==> config.mk <==
export PLATFORM = sky130hd
export DESIGN_NAME = palm_height_extractor
export DESIGN_NICKNAME = d
export VERILOG_FILES = /design/src/rtl/palm_height_extractor_pkg.sv /design/src/rtl/palm_height_extractor_row_object_counter.sv /design/src/rtl/palm_height_extractor.sv
export SDC_FILE = /design/constraint.sdc
export NUM_CORES = 1
export LEC_CHECK = 0
export CAP_MARGIN = 20
export CORE_MARGIN = 2
export CORE_UTILIZATION = 55
export DETAILED_ROUTE_END_ITERATION = 10
export GPL_TIMING_DRIVEN = 0
export PLACE_DENSITY = 0.76
export SLEW_MARGIN = 0
export SYNTH_ARGS = -nofsm -noshare
export SYNTH_HDL_FRONTEND = slang
export SYNTH_HIERARCHICAL = 1
export SYNTH_SLANG_ARGS = --single-unit
==> constraint.sdc <==
create_clock -name clk -period 3.35 [get_ports clk]
set_input_delay 1.005 -clock clk [delete_from_list [all_inputs] [get_ports clk]]
set_output_delay 1.005 -clock clk [all_outputs]
set_load 0.03 [all_outputs]
==> src/rtl/palm_height_extractor_pkg.sv <==
// Shared definitions for the palm height extractor: FSM states, output width, geometry defaults.
// PALM_HEIGHT_MINPIX_EN selects the row pixel threshold (see row_threshold).
package palm_height_extractor_pkg;

    localparam int PALM_HEIGHT_W      = 8;
    localparam int DEF_IMG_WIDTH      = 64;
    localparam int DEF_IMG_HEIGHT     = 64;
    localparam int DEF_MIN_ROW_PIXELS = 3;

    localparam logic [PALM_HEIGHT_W-1:0] PALM_HEIGHT_MAX = '1;

    typedef enum logic [1:0] {
        IDLE = 2'd0,
        SCAN = 2'd1,
        DONE = 2'd2
    } state_e;

    // Object pixels a row needs before it counts as a palm row.
    function automatic int row_threshold(input int min_pix);
`ifdef PALM_HEIGHT_MINPIX_EN
        return (min_pix < 1) ? 1 : min_pix;
`else
        return (min_pix < 1) ? 1 : 1;
`endif
    endfunction

endpackage

==> src/rtl/palm_height_extractor_row_object_counter.sv <==
// Counts object pixels in the current row and reports whether the row qualifies as palm.
// With a threshold of 1 the counter collapses to a single sticky flag.
module row_object_counter #(
    parameter int IMG_WIDTH = 64,
    parameter int THRESHOLD = 1
) (
    input  logic clk,
    input  logic rst,
    input  logic pix_en,
    input  logic row_start,
    input  logic row_end,
    input  logic object_pixel,
    output logic row_hit
);

    localparam int CNT_W = (THRESHOLD <= 1) ? 1 : $clog2(IMG_WIDTH + 1);
    localparam logic [CNT_W-1:0] CNT_MAX = '1;
    localparam logic [CNT_W-1:0] CNT_THR = CNT_W'(THRESHOLD);

    logic [CNT_W-1:0] count_q;
    logic [CNT_W-1:0] count_d;
    logic [CNT_W-1:0] count_base;
    logic [CNT_W-1:0] count_now;

    // count_now includes the pixel on the input, so the row's last pixel is counted.
    always_comb begin
        count_base = row_start ? '0 : count_q;
        count_now  = count_base;
        if (object_pixel && (count_base != CNT_MAX)) begin
            count_now = count_base + CNT_W'(1);
        end
        count_d = count_q;
        if (pix_en) begin
            count_d = row_end ? '0 : count_now;
        end
        row_hit = (count_now >= CNT_THR);
    end

    always_ff @(posedge clk or posedge rst) begin
        if (rst) begin
            count_q <= '0;
        end else begin
            count_q <= count_d;
        end
    end

endmodule

==> src/rtl/palm_height_extractor.sv <==
// Measures palm height (topmost to bottommost palm row, inclusive) over a raster-order binary frame.
// Build macro PALM_HEIGHT_MINPIX_EN enables the per-row minimum pixel count.
module palm_height_extractor
    import palm_height_extractor_pkg::*;
#(
    parameter int IMG_WIDTH      = DEF_IMG_WIDTH,
    parameter int IMG_HEIGHT     = DEF_IMG_HEIGHT,
    parameter int MIN_ROW_PIXELS = DEF_MIN_ROW_PIXELS
) (
    input  logic                     clk,
    input  logic                     rst,
    input  logic                     pixel_valid,
    input  logic                     sof,
    input  logic                     object_image,
    output logic [PALM_HEIGHT_W-1:0] palm_height,
    output logic                     height_valid,
    output logic                     frame_error
);

    localparam int COL_W = (IMG_WIDTH > 1) ? $clog2(IMG_WIDTH) : 1;
    localparam int ROW_W = (IMG_HEIGHT > 1) ? $clog2(IMG_HEIGHT) : 1;
    localparam int HT_W  = ROW_W + 1;

    localparam logic [COL_W-1:0] COL_LAST = COL_W'(IMG_WIDTH - 1);
    localparam logic [ROW_W-1:0] ROW_LAST = ROW_W'(IMG_HEIGHT - 1);

    state_e                   state_q, state_d;
    logic [COL_W-1:0]         col_q, col_d;
    logic [ROW_W-1:0]         row_q, row_d;
    logic                     found_q, found_d;
    logic [ROW_W-1:0]         top_q, top_d;
    logic [ROW_W-1:0]         bottom_q, bottom_d;
    logic [PALM_HEIGHT_W-1:0] palm_height_q, palm_height_d;
    logic                     height_valid_q, height_valid_d;
    logic                     frame_error_q, frame_error_d;

    logic                     start;
    logic                     accept;
    logic [COL_W-1:0]         cur_col;
    logic [ROW_W-1:0]         cur_row;
    logic                     last_col;
    logic                     last_pix;
    logic                     row_hit;
    logic [HT_W-1:0]          height;

    // A valid sof always restarts at col0,row0, whatever state we are in.
    assign start    = pixel_valid && sof;
    assign accept   = pixel_valid && (sof || (state_q == SCAN));
    assign cur_col  = start ? '0 : col_q;
    assign cur_row  = start ? '0 : row_q;
    assign last_col = (cur_col == COL_LAST);
    assign last_pix = last_col && (cur_row == ROW_LAST);

    row_object_counter #(
        .IMG_WIDTH (IMG_WIDTH),
        .THRESHOLD (row_threshold(MIN_ROW_PIXELS))
    ) u_row_counter (
        .clk          (clk),
        .rst          (rst),
        .pix_en       (accept),
        .row_start    (start),
        .row_end      (last_col),
        .object_pixel (object_image),
        .row_hit      (row_hit)
    );

    always_comb begin
        col_d = col_q;
        row_d = row_q;
        if (accept) begin
            if (last_col) begin
                col_d = '0;
                row_d = (cur_row == ROW_LAST) ? '0 : cur_row + ROW_W'(1);
            end else begin
                col_d = cur_col + COL_W'(1);
                row_d = cur_row;
            end
        end
    end

    always_comb begin
        found_d  = start ? 1'b0 : found_q;
        top_d    = top_q;
        bottom_d = bottom_q;
        if (accept && last_col && row_hit) begin
            if (!found_d) begin
                top_d = cur_row;
            end
            bottom_d = cur_row;
            found_d  = 1'b1;
        end
    end

    // Height is taken from the tracking values including the final row, so the
    // result lands in the output register on the same edge the last pixel is accepted.
    always_comb begin
        height = '0;
        if (found_d) begin
            height = {1'b0, bottom_d} - {1'b0, top_d} + HT_W'(1);
        end
        palm_height_d = palm_height_q;
        if (accept && last_pix) begin
            if (height > HT_W'(PALM_HEIGHT_MAX)) begin
                palm_height_d = PALM_HEIGHT_MAX;
            end else begin
                palm_height_d = PALM_HEIGHT_W'(height);
            end
        end
        height_valid_d = accept && last_pix;
        frame_error_d  = start && (state_q == SCAN);
    end

    always_comb begin
        state_d = state_q;
        if (accept) begin
            state_d = last_pix ? DONE : SCAN;
        end else if (state_q == DONE) begin
            state_d = IDLE;
        end
    end

    always_ff @(posedge clk or posedge rst) begin
        if (rst) begin
            state_q        <= IDLE;
            col_q          <= '0;
            row_q          <= '0;
            found_q        <= 1'b0;
            top_q          <= '0;
            bottom_q       <= '0;
            palm_height_q  <= '0;
            height_valid_q <= 1'b0;
            frame_error_q  <= 1'b0;
        end else begin
            state_q        <= state_d;
            col_q          <= col_d;
            row_q          <= row_d;
            found_q        <= found_d;
            top_q          <= top_d;
            bottom_q       <= bottom_d;
            palm_height_q  <= palm_height_d;
            height_valid_q <= height_valid_d;
            frame_error_q  <= frame_error_d;
        end
    end

    assign palm_height  = palm_height_q;
    assign height_valid = height_valid_q;
    assign frame_error  = frame_error_q;

endmodule

==> results.json <==
{
  "dieArea_um2": 4110,
  "grt-ovfl-total": 0,
  "dp.final_hpwl_um": 2970,
  "die_h_um": 64.1,
  "path_cells": "buf_12 -> nand2_8 -> clkbuf_16 -> and2_4 -> ha_4 -> nand3_4 -> buf_12 -> nor4_4 -> nand3_2 -> buf_6 -> o21ai_4 -> ha_4 -> inv_2 -> ha_4 -> inv_2 -> fa_2 -> inv_2 -> a21o_1 -> a21oi_2 -> xor2_1 -> o21ai_1",
  "vias": 1925,
  "htree_num_levels": 2,
  "swShare_pct": 23.1,
  "wire_per_inst_um": 20.5,
  "setup_viol": 5,
  "intPower_w": 0.000769,
  "grt_pass1_wl_um": 9590,
  "peakVddDrop_v": 0.000280,
  "row_count": 21,
  "io_pins": 15,
  "synth_seq_area_share_pct": 47.8,
  "syn_inst": 207,
  "cts_buffers": 5,
  "slew_violations": 0,
  "violations": "negative setup slack",
  "cp_max_fo": 5,
  "start_util_pct": 58.2,
  "power.share.sequential_pct": 48.3,
  "dp.cells": 268,
  "placed_area_um2": 2290,
  "holdWs_ns": 0.499,
  "synthTopCellsByCount": "dfrtp_1, nand2_1, o21ai_1, inv_1, ha_1",
  "p_leak_nw": 1.24,
  "min_period_ns": 3.67,
  "critPathKind": "primary input to flip-flop",
  "fin_cells": 304,
  "p_clk_share_pct": 41.6,
  "path_buf_inv": 7,
  "finalClockSkew_ns": 0.0147,
  "synth_cell_type_count": 40,
  "viasPerCell": 6.33,
  "drc": 0,
  "register_area_um2": 951,
  "pre_cts_ws_ns": -1.57,
  "drt_iter0_drc": 193,
  "rsz0062_at_grt": "yes",
  "arrival_ns": 3.91,
  "hp-class": "flip-flop to flip-flop",
  "power_w": 0.00100,
  "required_ns": 3.60,
  "worst_pin_slew_ns": 0.807,
  "antenna_found_initial": 0,
  "synth-warning-count": 6,
  "portBuffers": 14,
  "worst_slack_ns": -0.317,
  "timing.final.crit_share_pct": 109,
  "die_x_um": 64.1,
  "cp-start-kind": "primary input",
  "drive_above_1_share_pct": 30.2,
  "status": "finished, violations left",
  "maxCapViolCount": 0,
  "root_buffer": "clkbuf_4",
  "avgSynthCellArea_um2": 9.60,
  "worst_setup_hold_path_clk_slew_ns": 0.11,
  "final_area_um2": 2800,
  "synth_top_cell_by_area": "dfrtp_1",
  "p_comb_share_pct": 10.1,
  "path_delay_family": "adder cells",
  "synth-seq-cells": 38,
  "grtUsageTotal_pct": 30.7,
  "grt_max_degree": 21,
  "max_stage_delay_ns": 0.34,
  "power_density_nw_per_um2": 358,
  "n_antenna_cell": 0,
  "synth-main-ff-cell": "dfrtp_1",
  "routabilityCongestion": 0.794,
  "cts_sinks": 38,
  "coreArea_um2": 3420,
  "final_nets": 276,
  "synth_edf_count": 0,
  "synthArstFlopShare_pct": 100,
  "clock_path_buffers": 2,
  "cts_tree": "done",
  "synth_fp_nets": 226,
  "clk_latency_ns": 0.36,
  "fmax_ghz": 0.273,
  "slowest_stage": "fa_2",
  "hold_viol_final": 0,
  "area_growth_pct": 40.7,
  "synth_top_area_share_pct": 47.8,
  "grt_pass1_vias": 1998,
  "postRouteAntennaNets": 0,
  "multi_input_area_um2": 1140,
  "first_pass_iters": 5,
  "cp-end-kind": "flip-flop",
  "syn_area_um2": 1990,
  "nFillCells": 178,
  "switchingPower_w": 0.000231,
  "drt_wl_total_um": 6230,
  "synthTopCellsByArea": "dfrtp_1, ha_1, nand2_1",
  "slew_headroom_pct": 46.1
}
[layer usage]
metal	vias to the layer above	GRT usage [%]	share of wire [%]
li1	824	-	-
met4	0	14.9	6.3
met3	47	6.69	7.7
met5	-	0	0
met1	927	37.8	37
met2	127	51.0	49
[state kept, by name, summed over array words and instances (netlist names)]
register               count
row_q                      6
height_valid               1
frame_error                1
top_q                      6
found_q                    1
col_q                      6
state_q                    2
u_row_counter/count_q      1
bottom_q                   6
palm_height                8
[cell usage in the layout, fill, tap and decap left out, types with 5 or more instances in the layout]
cell type,netlist,routed
dfrtp_1,38,38
nand2_1,38,35
buf_4,0,25
o21ai_1,18,16
clkdlybuf4s50_1,0,12
inv_1,14,10
o21ai_0,10,9
ha_4,0,7
nor2_1,6,6
a21oi_1,9,6
o21a_1,6,6
xor2_1,5,5
ha_1,13,5
clkbuf_4,0,5
[layout make-up]
| class | instances | area share [%] |
|---|---|---|
| buffer | 4 | 1.88 |
| clock buffer | 6 | 1.83 |
| clock inverter | 2 | 2.15 |
| inverter | 15 | 2.10 |
| multi-input combinational | 149 | 40.9 |
| sequential | 38 | 34.0 |
| tap | 46 | 2.06 |
| timing repair buffer | 44 | 15.1 |
[through the flow]
step                      util (%)  TNS (ns)
final                         81.9     -1.02
after floorplan                  -     -1.94
after detailed placement      67.0     -9.58
after global placement        66.2     -8.59
after global routing          81.9     -1.52
after CTS                     79.0    -0.360
[worst paths after layout]
check                              start                    end  slack, ns  cells after the start
worst max-delay path                 sof         palm_height[5]      -0.32                     21
max in group asynchronous            rst         palm_height[2]       1.64                      3
min in group asynchronous            rst  u_row_counter/count_q       0.80                      2
worst min register to register  top_q[0]               top_q[0]       0.50                      2
worst min-delay path            top_q[0]               top_q[0]       0.50                      2
worst max register to register  col_q[0]         palm_height[5]       0.15                     18
[power groups by stage]
stage | clock, W | sequential (W) | combinational, W
2_1_floorplan | 0 | 0.000489 | 0.0000515
5_1_grt | 0.000441 | 0.000485 | 0.000110
4_1_cts | 0.000414 | 0.000481 | 0.0000908
6_report | 0.000416 | 0.000484 | 0.000101
3_5_place_dp | 0 | 0.000490 | 0.0000782
3_3_place_gp | 0 | 0.000489 | 0.0000705
[cells by family (layout without fill, tap and decap cells)]
logic type               after synthesis  after routing  synth area share (%)
AO/OA/AOI/OAI                         56             56                  16.7
XOR/XNOR                               6              6                  2.64
adder cells (fa/ha/maj)               14             14                  9.19
buffers and inverters                 20             71                  4.03
flip-flops                            38             38                  47.8
multiplexers                           1              1                 0.566
AND/OR/NAND/NOR                       72             72                  19.0
[timing repair]
item / in CTS / in global routing
setup endpoints to repair: 7 / 5
hold buffers: 0 / 0
resized for setup: 39 / 7
setup buffers: 22 / 6
gates cloned: 0 / 1
pin swaps: 25 / 3
[worst register-to-register path: cells and delay by family (launching register included)]
family / cells / cell delay [ns]
compound gates: 4 / 0.47
xor+xnor: 1 / 0.18
fa+ha+maj: 4 / 0.87
buf+inv: 5 / 0.51
simple gates: 4 / 0.62
flops: 1 / 0.44
Power figures use the tool's default switching activity.
